$ cat src/rtl/ncl_instr_sequencer.sv
// Queues 8-bit instruction words and issues each one as a dual-rail DATA/NULL
// handshake to an NCL controller, returning the masked completion rails.
module ncl_instr_sequencer #(
    parameter int unsigned TIMEOUT_CYC = 200,
    parameter int unsigned FIFO_DEPTH  = 4
) (
    input  logic       clk,
    input  logic       rst,
    input  logic       in_valid,
    input  logic [7:0] in_data,
    output logic       in_ready,
    output logic [7:0] i_t,
    output logic [7:0] i_f,
    input  logic [9:0] c_t,
    input  logic [9:0] c_f,
    output logic       done,
    output logic [9:0] resp,
    output logic       busy,
    input  logic       err_clr,
    output logic       err_illegal,
    output logic       err_timeout,
    output logic       err_conflict
);

    localparam int unsigned PtrW = (FIFO_DEPTH > 1) ? $clog2(FIFO_DEPTH) : 1;
    localparam int unsigned CntW = $clog2(FIFO_DEPTH + 1);
    localparam logic [PtrW-1:0] LastPtr = PtrW'(FIFO_DEPTH - 1);
    localparam logic [CntW-1:0] FullCnt = CntW'(FIFO_DEPTH);
    localparam logic [7:0] TimeoutLast = 8'(TIMEOUT_CYC - 1);

    typedef enum logic [1:0] {StIdle, StData, StNullw, StAbort} state_e;

    function automatic logic [9:0] mask_of(input logic [1:0] op);
        case (op)
            2'b11:   return 10'b11_1111_1110;
            2'b00:   return 10'b00_0000_0000;
            default: return 10'b11_1000_0001;
        endcase
    endfunction

    // Instruction queue
    logic [7:0]      mem_q [FIFO_DEPTH];
    logic [PtrW-1:0] wr_ptr_q, rd_ptr_q;
    logic [CntW-1:0] count_q;
    logic            full, empty, push, pop;
    logic [7:0]      head;
    logic            head_legal;

    assign full       = (count_q == FullCnt);
    assign empty      = (count_q == '0);
    assign in_ready   = ~full;
    assign push       = in_valid & ~full;
    assign head       = mem_q[rd_ptr_q];
    assign head_legal = |head[7:6];

    always_ff @(posedge clk) begin
        if (push) begin
            mem_q[wr_ptr_q] <= in_data;
        end
    end

    always_ff @(posedge clk) begin
        if (rst) begin
            wr_ptr_q <= '0;
            rd_ptr_q <= '0;
            count_q  <= '0;
        end else begin
            if (push) begin
                wr_ptr_q <= (wr_ptr_q == LastPtr) ? '0 : wr_ptr_q + PtrW'(1);
            end
            if (pop) begin
                rd_ptr_q <= (rd_ptr_q == LastPtr) ? '0 : rd_ptr_q + PtrW'(1);
            end
            if (push && !pop) begin
                count_q <= count_q + CntW'(1);
            end else if (pop && !push) begin
                count_q <= count_q - CntW'(1);
            end
        end
    end

    // Two-flop synchroniser on the returned rails
    logic [9:0] t_meta_q, f_meta_q, st, sf;

    always_ff @(posedge clk) begin
        if (rst) begin
            t_meta_q <= '0;
            f_meta_q <= '0;
            st       <= '0;
            sf       <= '0;
        end else begin
            t_meta_q <= c_t;
            f_meta_q <= c_f;
            st       <= t_meta_q;
            sf       <= f_meta_q;
        end
    end

    state_e     state_q;
    logic [7:0] cyc_q;
    logic [9:0] mask_q;
    logic       data_ok, null_ok, at_limit;
    logic       set_illegal, set_timeout, set_conflict;

    assign data_ok  = (((st ^ sf) & mask_q) == mask_q);
    // The synchroniser needs two cycles to reflect rails after any NULL
    // request or reset, so an all-low reading is only trusted after that.
    assign null_ok  = ~|{st, sf} && (cyc_q >= 8'd2);
    assign at_limit = (cyc_q == TimeoutLast);
    assign pop      = (state_q == StIdle) && !empty;
    assign busy     = (state_q != StIdle) || !empty;

    assign set_illegal  = pop && !head_legal;
    assign set_timeout  = at_limit && (((state_q == StData) && !data_ok) ||
                                       ((state_q == StNullw) && !null_ok));
    assign set_conflict = |(st & sf);

    always_ff @(posedge clk) begin
        if (rst) begin
            state_q      <= StNullw;
            cyc_q        <= '0;
            mask_q       <= '0;
            i_t          <= '0;
            i_f          <= '0;
            done         <= 1'b0;
            resp         <= '0;
            err_illegal  <= 1'b0;
            err_timeout  <= 1'b0;
            err_conflict <= 1'b0;
        end else begin
            done         <= 1'b0;
            err_illegal  <= (err_illegal & ~err_clr) | set_illegal;
            err_timeout  <= (err_timeout & ~err_clr) | set_timeout;
            err_conflict <= (err_conflict & ~err_clr) | set_conflict;
            unique case (state_q)
                StIdle: begin
                    cyc_q <= '0;
                    if (!empty) begin
                        if (head_legal) begin
                            i_t     <= head;
                            i_f     <= ~head;
                            mask_q  <= mask_of(head[7:6]);
                            state_q <= StData;
                        end else begin
                            done <= 1'b1;
                            resp <= '0;
                        end
                    end
                end
                StData: begin
                    if (data_ok) begin
                        resp    <= st & mask_q;
                        done    <= 1'b1;
                        i_t     <= '0;
                        i_f     <= '0;
                        cyc_q   <= '0;
                        state_q <= StNullw;
                    end else if (at_limit) begin
                        i_t     <= '0;
                        i_f     <= '0;
                        cyc_q   <= '0;
                        state_q <= StAbort;
                    end else begin
                        cyc_q <= cyc_q + 8'd1;
                    end
                end
                StNullw: begin
                    if (null_ok) begin
                        cyc_q   <= '0;
                        state_q <= StIdle;
                    end else if (at_limit) begin
                        cyc_q   <= '0;
                        state_q <= StAbort;
                    end else begin
                        cyc_q <= cyc_q + 8'd1;
                    end
                end
                StAbort: begin
                    // Once timed out here, park the counter and just wait.
                    if (null_ok) begin
                        cyc_q   <= '0;
                        state_q <= StIdle;
                    end else if (!at_limit) begin
                        cyc_q <= cyc_q + 8'd1;
                    end
                end
                default: state_q <= StNullw;
            endcase
        end
    end

endmodule

$ cat config.mk
export PLATFORM = sky130hd
export DESIGN_NAME = ncl_instr_sequencer
export DESIGN_NICKNAME = d
export VERILOG_FILES = /design/src/rtl/ncl_instr_sequencer.sv
export SDC_FILE = /design/constraint.sdc
export NUM_CORES = 1
export LEC_CHECK = 0
export BUFFER_PORTS_ARGS = -buffer_cell sky130_fd_sc_hd__buf_2
export CAP_MARGIN = 30
export CELL_PAD_IN_SITES_DETAIL_PLACEMENT = 1
export CELL_PAD_IN_SITES_GLOBAL_PLACEMENT = 2
export CORE_ASPECT_RATIO = 1.75
export CORE_UTILIZATION = 40
export CTS_BUF_LIST = sky130_fd_sc_hd__clkbuf_4 sky130_fd_sc_hd__clkbuf_8
export CTS_CLUSTER_DIAMETER = 150
export DETAILED_ROUTE_END_ITERATION = 7
export GPL_TIMING_DRIVEN = 0
export PLACE_DENSITY = 0.85
export SYNTH_ARGS = -nofsm -noshare
export SYNTH_HDL_FRONTEND = slang
export SYNTH_SLANG_ARGS = --single-unit
$ cat constraint.sdc
create_clock -name clk -period 2.4 [get_ports clk]
set_input_delay 0.24 -clock clk [delete_from_list [all_inputs] [get_ports clk]]
set_output_delay 0.24 -clock clk [all_outputs]
set_load 0.05 [all_outputs]
==> results of run 1 <==
[power groups by stage]
stage,logic [mW],clock network (mW),registers [mW]
after floorplan,0.295,0,2.37
after global placement,0.437,0,2.37
after global routing,0.503,1.97,2.35
final,0.460,1.82,2.34
after detailed placement,0.457,0,2.38
after CTS,0.466,1.88,2.33
[final timing paths]
| kind | from | end | slack, ns | cells after the start |
|---|---|---|---|---|
| worst max-delay path | register | i_f[4] | 0.16 | 8 |
| worst min-delay path | c_f[8] | f_meta_q[8] | 0.03 | 2 |
| worst max register to register | register | i_f[4] | 0.16 | 8 |
| worst min register to register | f_meta_q[8] | sf[8] | 0.44 | 1 |
[stage by stage]
stage / worst slack, ns / hold slack, ns
2_1_floorplan: 0.1032 / 0.3389
3_3_place_gp: -0.1300 / 0.4215
3_5_place_dp: -0.2007 / 0.4270
4_1_cts: 0.003840 / 0.001082
5_1_grt: 0.03975 / 0.01408
6_report: 0.1555 / 0.03140
[what timing repair did]
item,4_1_cts,5_1_grt
hold endpoints to repair,2,0
pin swaps,1,1
hold buffers,2,0
endpoints found under the setup margin,25,27
buffers inserted,2,2
gates resized for setup,1,5
[critical path, stage by stage (launching register included)]
cell	delay (ns)
sky130_fd_sc_hd__dfxtp_1	0.33
sky130_fd_sc_hd__buf_6	0.17
sky130_fd_sc_hd__mux4_2	0.56
sky130_fd_sc_hd__inv_1	0.13
sky130_fd_sc_hd__ha_2	0.26
sky130_fd_sc_hd__o21ai_0	0.16
sky130_fd_sc_hd__a31oi_4	0.25
sky130_fd_sc_hd__buf_6	0.17
sky130_fd_sc_hd__o2bb2ai_1	0.13
[flip-flops by register name (all words and copies together) (netlist names), 8 cells and up, named ones only]
register / count
f_meta_q: 10
i_f: 8
resp: 10
mem_q: 32
sf: 10
cyc_q: 8
t_meta_q: 10
i_t: 8
st: 10
[layer usage]
| metal | up-vias | share of wire [%] |
|---|---|---|
| met5 | - | 0 |
| met4 | 0 | 2.2 |
| met3 | 13 | 3.3 |
| met2 | 82 | 59 |
| met1 | 1542 | 36 |
| li1 | 1534 | - |
[cells in the final DEF, fill, tap and decap left out, types with 4 or more instances in the layout]
cell                        count
sky130_fd_sc_hd__a22o_1        10
sky130_fd_sc_hd__a21oi_1        8
sky130_fd_sc_hd__nand3_1        5
sky130_fd_sc_hd__mux2i_1        9
sky130_fd_sc_hd__inv_1         10
sky130_fd_sc_hd__buf_2         64
sky130_fd_sc_hd__buf_4          4
sky130_fd_sc_hd__edfxtp_1      32
sky130_fd_sc_hd__nand2_1       16
sky130_fd_sc_hd__mux4_2         8
sky130_fd_sc_hd__clkbuf_8      17
sky130_fd_sc_hd__and3_1        10
sky130_fd_sc_hd__nand4_1        5
sky130_fd_sc_hd__nand3b_1       6
sky130_fd_sc_hd__nor2b_1       41
sky130_fd_sc_hd__nor3_1         5
sky130_fd_sc_hd__o2bb2ai_1      6
sky130_fd_sc_hd__clkbuf_1       8
sky130_fd_sc_hd__ha_1          20
sky130_fd_sc_hd__clkinv_2       4
sky130_fd_sc_hd__nor2_1        23
sky130_fd_sc_hd__nor4_1         8
sky130_fd_sc_hd__xor2_1         5
sky130_fd_sc_hd__dfxtp_1       90
sky130_fd_sc_hd__o21ai_1       10
[cell type report]
class                   instances  area [sq um]  area share (%)
flip-flops and latches        124          2805           49.97
multi-input cells             231          1765           31.45
repair buffers                 69         365.4           6.508
clock buffers                  19         249.0           4.435
well taps                     132         165.2           2.942
clock inverters                13         150.1           2.674
plain buffers                  13         72.57           1.293
inverters                      11         41.29          0.7355
[kinds of logic (layout without fill, tap and decap cells)]
| kind of cell | count (synthesis) | after routing |
|---|---|---|
| fa+ha+maj | 22 | 22 |
| buf+inv | 26 | 125 |
| compound gates | 51 | 51 |
| flops | 124 | 124 |
| simple gates | 133 | 133 |
| xor+xnor | 8 | 8 |
| mux | 17 | 17 |
==> run_summary.xml, run 1 <==
<?xml version="1.0" encoding="UTF-8"?>
<metrics>
  <group name="cts">
    <metric name="worst_skew_pair.late_latency" unit="ns">0.42</metric>
    <metric name="cts_tree" unit="">yes</metric>
    <metric name="clock_path_buffers" unit="">2</metric>
    <metric name="cts_made_buffers" unit="">17</metric>
    <metric name="worst_setup_hold_path_clk_slew" unit="ns">0.07</metric>
    <metric name="htree_levels" unit="">4</metric>
    <metric name="cts-root-buf" unit="">sky130_fd_sc_hd__clkbuf_8</metric>
    <metric name="cts_sinks" unit="">124</metric>
  </group>
  <group name="global_routing">
    <metric name="globalRouteMet1Util" unit="%">17.62</metric>
    <metric name="grt_pass1_vias" unit="">3319</metric>
    <metric name="use_met3" unit="%">4.266</metric>
    <metric name="grt_antenna_before_repair" unit="">0</metric>
    <metric name="groute.layer.met2.usage" unit="%">35.77</metric>
    <metric name="grt_start_max_net_pins" unit="">17</metric>
    <metric name="track_usage" unit="%">18.40</metric>
    <metric name="global_route.overflow_total" unit="">0</metric>
    <metric name="grt_pass1_wl" unit="mm">16.99</metric>
    <metric name="top_usage_layer" unit="">met2</metric>
  </group>
  <group name="synthesis">
    <metric name="post_synth_num_cell_types" unit="">46</metric>
    <metric name="synth.area.mux_share" unit="%">5.785</metric>
    <metric name="post_synth_main_area_contributors" unit="">sky130_fd_sc_hd__dfxtp_1, sky130_fd_sc_hd__edfxtp_1, sky130_fd_sc_hd__ha_1, sky130_fd_sc_hd__nor2b_1, sky130_fd_sc_hd__mux4_2</metric>
    <metric name="yosys.area_share.adder" unit="%">6.052</metric>
    <metric name="synth-compound-area-share" unit="%">8.141</metric>
    <metric name="synth_simple_gate_area_share" unit="%">16.07</metric>
    <metric name="syn-cell-area" unit="sq um">4672</metric>
    <metric name="postSynthAreaPerCell" unit="sq um">12.26</metric>
    <metric name="yosys_warnings" unit="">0</metric>
    <metric name="synth.most_common_cell" unit="">sky130_fd_sc_hd__dfxtp_1</metric>
    <metric name="dominantRegCellSynth" unit="">sky130_fd_sc_hd__dfxtp_1</metric>
    <metric name="synth_largest_type_area_fraction" unit="%">39.42</metric>
    <metric name="main_combinational_cell_family_by_area_after_synthesis" unit="">simple AND/OR/NAND/NOR gates</metric>
    <metric name="synth-seq-area-share" unit="%">59.99</metric>
    <metric name="ys_seq_elements" unit="">124</metric>
    <metric name="postSynthNetCount" unit="">435</metric>
    <metric name="post-synth-top-area-cell" unit="">sky130_fd_sc_hd__dfxtp_1</metric>
    <metric name="synthArstFlopShare" unit="%">0</metric>
    <metric name="synth-edff-count" unit="">32</metric>
    <metric name="synth_xor_xnor_area_share" unit="%">1.500</metric>
    <metric name="synth_commonest_cells" unit="">sky130_fd_sc_hd__dfxtp_1, sky130_fd_sc_hd__nor2b_1, sky130_fd_sc_hd__edfxtp_1</metric>
    <metric name="syn-instance-count" unit="">381</metric>
  </group>
  <group name="timing">
    <metric name="grt_setup_unrepaired" unit="">false</metric>
    <metric name="worst_slew_pin_slew" unit="ns">0.7697</metric>
    <metric name="final-hold-violation-count" unit="">0</metric>
    <metric name="final_cycle_utilization_of_the_critical_path" unit="%">93.52</metric>
    <metric name="clock_skew" unit="ns">0.01092</metric>
    <metric name="finalMaxSlewViolations" unit="">0</metric>
    <metric name="report.final.setup_viol" unit="">0</metric>
    <metric name="period_minus_slack" unit="ns">2.245</metric>
    <metric name="timing.max_slew.rel_slack" unit="%">48.58</metric>
    <metric name="setup_tns" unit="ns">0</metric>
    <metric name="fmaxAchievable" unit="GHz">0.4455</metric>
  </group>
  <group name="cells_and_area">
    <metric name="antenna-diode-count" unit="">0</metric>
    <metric name="layout.cells.non_filler" unit="">612</metric>
    <metric name="drive_gt1_share" unit="%">25.62</metric>
    <metric name="layout-area-overhead-vs-synth" unit="%">20.17</metric>
    <metric name="stdcell_area" unit="sq um">5614</metric>
    <metric name="nFillCells" unit="">1242</metric>
    <metric name="final_design_utilization" unit="%">49.99</metric>
    <metric name="final_nets" unit="">521</metric>
  </group>
  <group name="floorplan">
    <metric name="core-area" unit="sq um">11230</metric>
    <metric name="design.portCount" unit="">64</metric>
    <metric name="die_area" unit="sq um">12130</metric>
    <metric name="number_of_rows_created_at_floorplan" unit="">51</metric>
    <metric name="die_height" unit="um">145.0</metric>
    <metric name="die_x" unit="um">83.70</metric>
    <metric name="initial_utilization" unit="%">41.60</metric>
  </group>
  <group name="setup_path">
    <metric name="critPathLaunchType" unit="">register</metric>
    <metric name="timing_worst_setup_path_type" unit="">register to register</metric>
    <metric name="timing.critical_path.arrival" unit="ns">2.58</metric>
    <metric name="critical_path_peak_fanout" unit="">10</metric>
    <metric name="crit_path_end_kind" unit="">register</metric>
    <metric name="required_time_at_the_endpoint_of_the_critical_path" unit="ns">2.74</metric>
  </group>
  <group name="route">
    <metric name="drtIter0Drc" unit="">125</metric>
    <metric name="number_of_remaining_drc_errors" unit="">0</metric>
    <metric name="detailroute.via_count" unit="">3171</metric>
    <metric name="drt_wl_total" unit="mm">10.50</metric>
    <metric name="postRouteAntennaNets" unit="">0</metric>
    <metric name="routed_wire_length_per_instance" unit="um">17.16</metric>
    <metric name="viasPerCell" unit="">5.181</metric>
    <metric name="firstDrtPassIters" unit="">4</metric>
  </group>
  <group name="flow_run">
    <metric name="maxCapViolations" unit="">0</metric>
  </group>
  <group name="pwr">
    <metric name="power.ir.vdd_worst" unit="mV">0.4920</metric>
    <metric name="intPower" unit="mW">3.482</metric>
    <metric name="switching_share" unit="%">24.62</metric>
    <metric name="pwr_density_cell" unit="nW/um^2">822.7</metric>
    <metric name="leakage" unit="nW">2.315</metric>
    <metric name="p_comb_share" unit="%">10.0</metric>
    <metric name="power_switching" unit="mW">1.137</metric>
    <metric name="seq_power_share" unit="%">50.6</metric>
    <metric name="report.power.total" unit="mW">4.619</metric>
    <metric name="power.clock.fraction" unit="%">39.5</metric>
  </group>
  <group name="worst_hold_path">
    <metric name="hold_path_class" unit="">input port to register</metric>
  </group>
  <group name="placement">
    <metric name="placed_cells" unit="">576</metric>
    <metric name="gp_routability_congestion" unit="">0.7831</metric>
    <metric name="dpl-instance-area" unit="sq um">5155</metric>
    <metric name="post-dp-hpwl" unit="mm">8.030</metric>
    <metric name="numPortBuffers" unit="">63</metric>
  </group>
  <group name="status">
    <metric name="run_status" unit="">finished clean</metric>
  </group>
</metrics>
Note: power is estimated with default switching activity, not from simulation.
==> inputs of run 2 (changes only) <==
Settings changed: CAP_MARGIN 30 to unset, PLACE_DENSITY 0.85 to unset, PLACE_DENSITY_LB_ADDON set to 0.08.
==> run 2 against run 1 <==
Against the previous run: utilization up 1.4 points; critical path depth up 1; register-to-register slack worse by 0.03 ns; total power up 3.4%; non-clock buffer count up 13; final cell count up 2.1%; sequential share of layout area down 1.3 points; die area unchanged; via count up 2.8%; clock power up 7%.
==> run_summary.xml, run 2 (synthesis gave the netlist of run 1 again) <==
<?xml version="1.0" encoding="UTF-8"?>
<metrics>
  <group name="status">
    <metric name="run_status" unit="">finished clean</metric>
  </group>
  <group name="route">
    <metric name="detailroute.via_count" unit="">3259</metric>
    <metric name="firstDrtPassIters" unit="">4</metric>
    <metric name="drtIter0Drc" unit="">81</metric>
    <metric name="viasPerCell" unit="">5.214</metric>
    <metric name="routed_wire_length_per_instance" unit="um">18.03</metric>
    <metric name="drt_wl_total" unit="mm">11.27</metric>
    <metric name="postRouteAntennaNets" unit="">0</metric>
    <metric name="number_of_remaining_drc_errors" unit="">0</metric>
  </group>
  <group name="cells_and_area">
    <metric name="top_register" unit="">mem_q</metric>
    <metric name="layout-area-overhead-vs-synth" unit="%">23.46</metric>
    <metric name="footprint_of_the_multi_input_gates" unit="sq um">1775</metric>
    <metric name="final_design_utilization" unit="%">51.36</metric>
    <metric name="drive_gt1_share" unit="%">25.76</metric>
    <metric name="commonest_non_fill_non_tap_cell_in_the_layout" unit="">sky130_fd_sc_hd__dfxtp_1</metric>
    <metric name="final_nets" unit="">534</metric>
    <metric name="nFillCells" unit="">1230</metric>
    <metric name="largest_reg_flops" unit="">32</metric>
    <metric name="ff_latch_area" unit="sq um">2805</metric>
    <metric name="antenna-diode-count" unit="">0</metric>
    <metric name="most_frequent_cells_in_the_layout" unit="">sky130_fd_sc_hd__dfxtp_1, sky130_fd_sc_hd__buf_2, sky130_fd_sc_hd__nor2b_1, sky130_fd_sc_hd__edfxtp_1, sky130_fd_sc_hd__nor2_1</metric>
  </group>
  <group name="pwr">
    <metric name="leakage" unit="nW">2.378</metric>
    <metric name="power.ir.vdd_worst" unit="mV">0.5393</metric>
    <metric name="pwr_density_cell" unit="nW/um^2">828.2</metric>
    <metric name="report.power.total" unit="mW">4.777</metric>
  </group>
  <group name="global_routing">
    <metric name="grt_start_max_net_pins" unit="">17</metric>
    <metric name="grt_pass1_vias" unit="">3543</metric>
    <metric name="grt_pass1_wl" unit="mm">18.30</metric>
    <metric name="track_usage" unit="%">19.95</metric>
    <metric name="grt_antenna_before_repair" unit="">0</metric>
    <metric name="global_route.overflow_total" unit="">0</metric>
  </group>
  <group name="setup_path">
    <metric name="worstPathCellList" unit="">nor3_4 &gt; nor3_2 &gt; inv_2 &gt; ha_1 &gt; inv_1 &gt; fa_1 &gt; xor2_1 &gt; or3_1 &gt; a21oi_1</metric>
    <metric name="critPathLaunchType" unit="">register</metric>
    <metric name="required_time_at_the_endpoint_of_the_critical_path" unit="ns">2.75</metric>
    <metric name="timing.critical_path.arrival" unit="ns">2.62</metric>
    <metric name="critical_path_peak_fanout" unit="">7</metric>
    <metric name="worst_path_largest_cell_delay" unit="ns">0.37</metric>
    <metric name="crit_path_top_delay_cell" unit="">sky130_fd_sc_hd__fa_1</metric>
    <metric name="timing_worst_setup_path_type" unit="">register to register</metric>
    <metric name="crit_path_end_kind" unit="">register</metric>
  </group>
  <group name="timing">
    <metric name="finalMaxSlewViolations" unit="">0</metric>
    <metric name="grt_setup_unrepaired" unit="">false</metric>
    <metric name="worst_slew_pin_slew" unit="ns">0.7172</metric>
    <metric name="period_minus_slack" unit="ns">2.272</metric>
    <metric name="report.final.setup_viol" unit="">0</metric>
    <metric name="final_cycle_utilization_of_the_critical_path" unit="%">94.68</metric>
    <metric name="clock_skew" unit="ns">0.01234</metric>
    <metric name="timing.max_slew.rel_slack" unit="%">52.08</metric>
    <metric name="fmaxAchievable" unit="GHz">0.4401</metric>
    <metric name="final-hold-violation-count" unit="">0</metric>
    <metric name="setup_tns" unit="ns">0</metric>
  </group>
  <group name="cts">
    <metric name="cts-root-buf" unit="">sky130_fd_sc_hd__clkbuf_8</metric>
    <metric name="htree_levels" unit="">4</metric>
    <metric name="cts_tree" unit="">yes</metric>
    <metric name="worst_setup_hold_path_clk_slew" unit="ns">0.08</metric>
    <metric name="clock_path_buffers" unit="">2</metric>
    <metric name="cts_sinks" unit="">124</metric>
    <metric name="worst_skew_pair.late_latency" unit="ns">0.43</metric>
    <metric name="cts_made_buffers" unit="">17</metric>
  </group>
  <group name="flow_run">
    <metric name="maxCapViolations" unit="">0</metric>
  </group>
  <group name="floorplan">
    <metric name="core-area" unit="sq um">11230</metric>
    <metric name="die_area" unit="sq um">12130</metric>
    <metric name="number_of_rows_created_at_floorplan" unit="">51</metric>
    <metric name="die_x" unit="um">83.70</metric>
    <metric name="die_height" unit="um">145.0</metric>
    <metric name="design.portCount" unit="">64</metric>
    <metric name="initial_utilization" unit="%">41.60</metric>
  </group>
  <group name="worst_hold_path">
    <metric name="hold_path_class" unit="">input port to register</metric>
  </group>
  <group name="placement">
    <metric name="gp_routability_congestion" unit="">0.8634</metric>
    <metric name="post-dp-hpwl" unit="mm">8.198</metric>
    <metric name="numPortBuffers" unit="">63</metric>
  </group>
</metrics>
[run 2: layer usage]
layer  vias up  global-route usage [%]  share of wire, %
met4         0                   9.407               2.9
met2        71                   39.23                59
li1       1568                       -                 -
met3        22                   4.437               2.9
met5         -                       0                 0
met1      1598                   18.81                35
[run 2: area by class of cell]
class                           instances  share of cell area, %
Clock buffer                           17                  4.056
Tap cell                              132                  2.863
Buffer                                 13                  1.193
Sequential cell                       124                  48.63
Multi-Input combinational cell        231                  30.78
Inverter                               11                 0.7158
Timing Repair Buffer                   82                  8.503
Clock inverter                         15                  3.254
[run 2: metrics by stage]
step / worst slack [ns] / instance area, sq um / std cells / hold slack [ns]
after floorplan: 0.1032 / 4674 / 381 / 0.3389
after global placement: -0.1952 / 5155 / 576 / 0.4239
after detailed placement: -0.1943 / 5155 / 576 / 0.4274
after CTS: 0.03036 / 5752 / 625 / 0.0005146
after global routing: 0.006544 / 5768 / 625 / 0.004345
final: 0.1277 / 5768 / 625 / 0.03347
[run 2: critical path, delay by kind of cell (launching register included)]
| family | cells | cell delay, ns |
|---|---|---|
| simple gates | 3 | 0.72 |
| fa+ha+maj | 2 | 0.57 |
| flops | 1 | 0.36 |
| buf+inv | 2 | 0.22 |
| compound gates | 1 | 0.17 |
| xor+xnor | 1 | 0.16 |
[run 2: where the power goes]
| group | internal, mW | switching (mW) | leakage (nW) |
|---|---|---|---|
| Combinational | 0.208 | 0.292 | 1.12 |
| Sequential | 2.26 | 0.0792 | 1.05 |
| Clock | 1.05 | 0.891 | 0.209 |
[run 2: timing repair]
item                       4_1_cts  5_1_grt
gates cloned                     0        0
setup endpoints to repair       30       18
hold buffers                    13        0
resized for setup                4        2
pin swaps                        1        1
hold endpoints to repair        18        0
setup buffers                    5        1
[run 2: path summary, 6_finish.rpt]
| path | from | slack [ns] | depth (start not counted) | end |
|---|---|---|---|---|
| setup / recovery | count_q[1] | 0.13 | 9 | count_q[2] |
| hold / removal | c_t[5] | 0.03 | 2 | t_meta_q[5] |
| setup reg to reg | count_q[1] | 0.13 | 9 | count_q[2] |
| hold reg to reg | f_meta_q[6] | 0.44 | 1 | sf[6] |
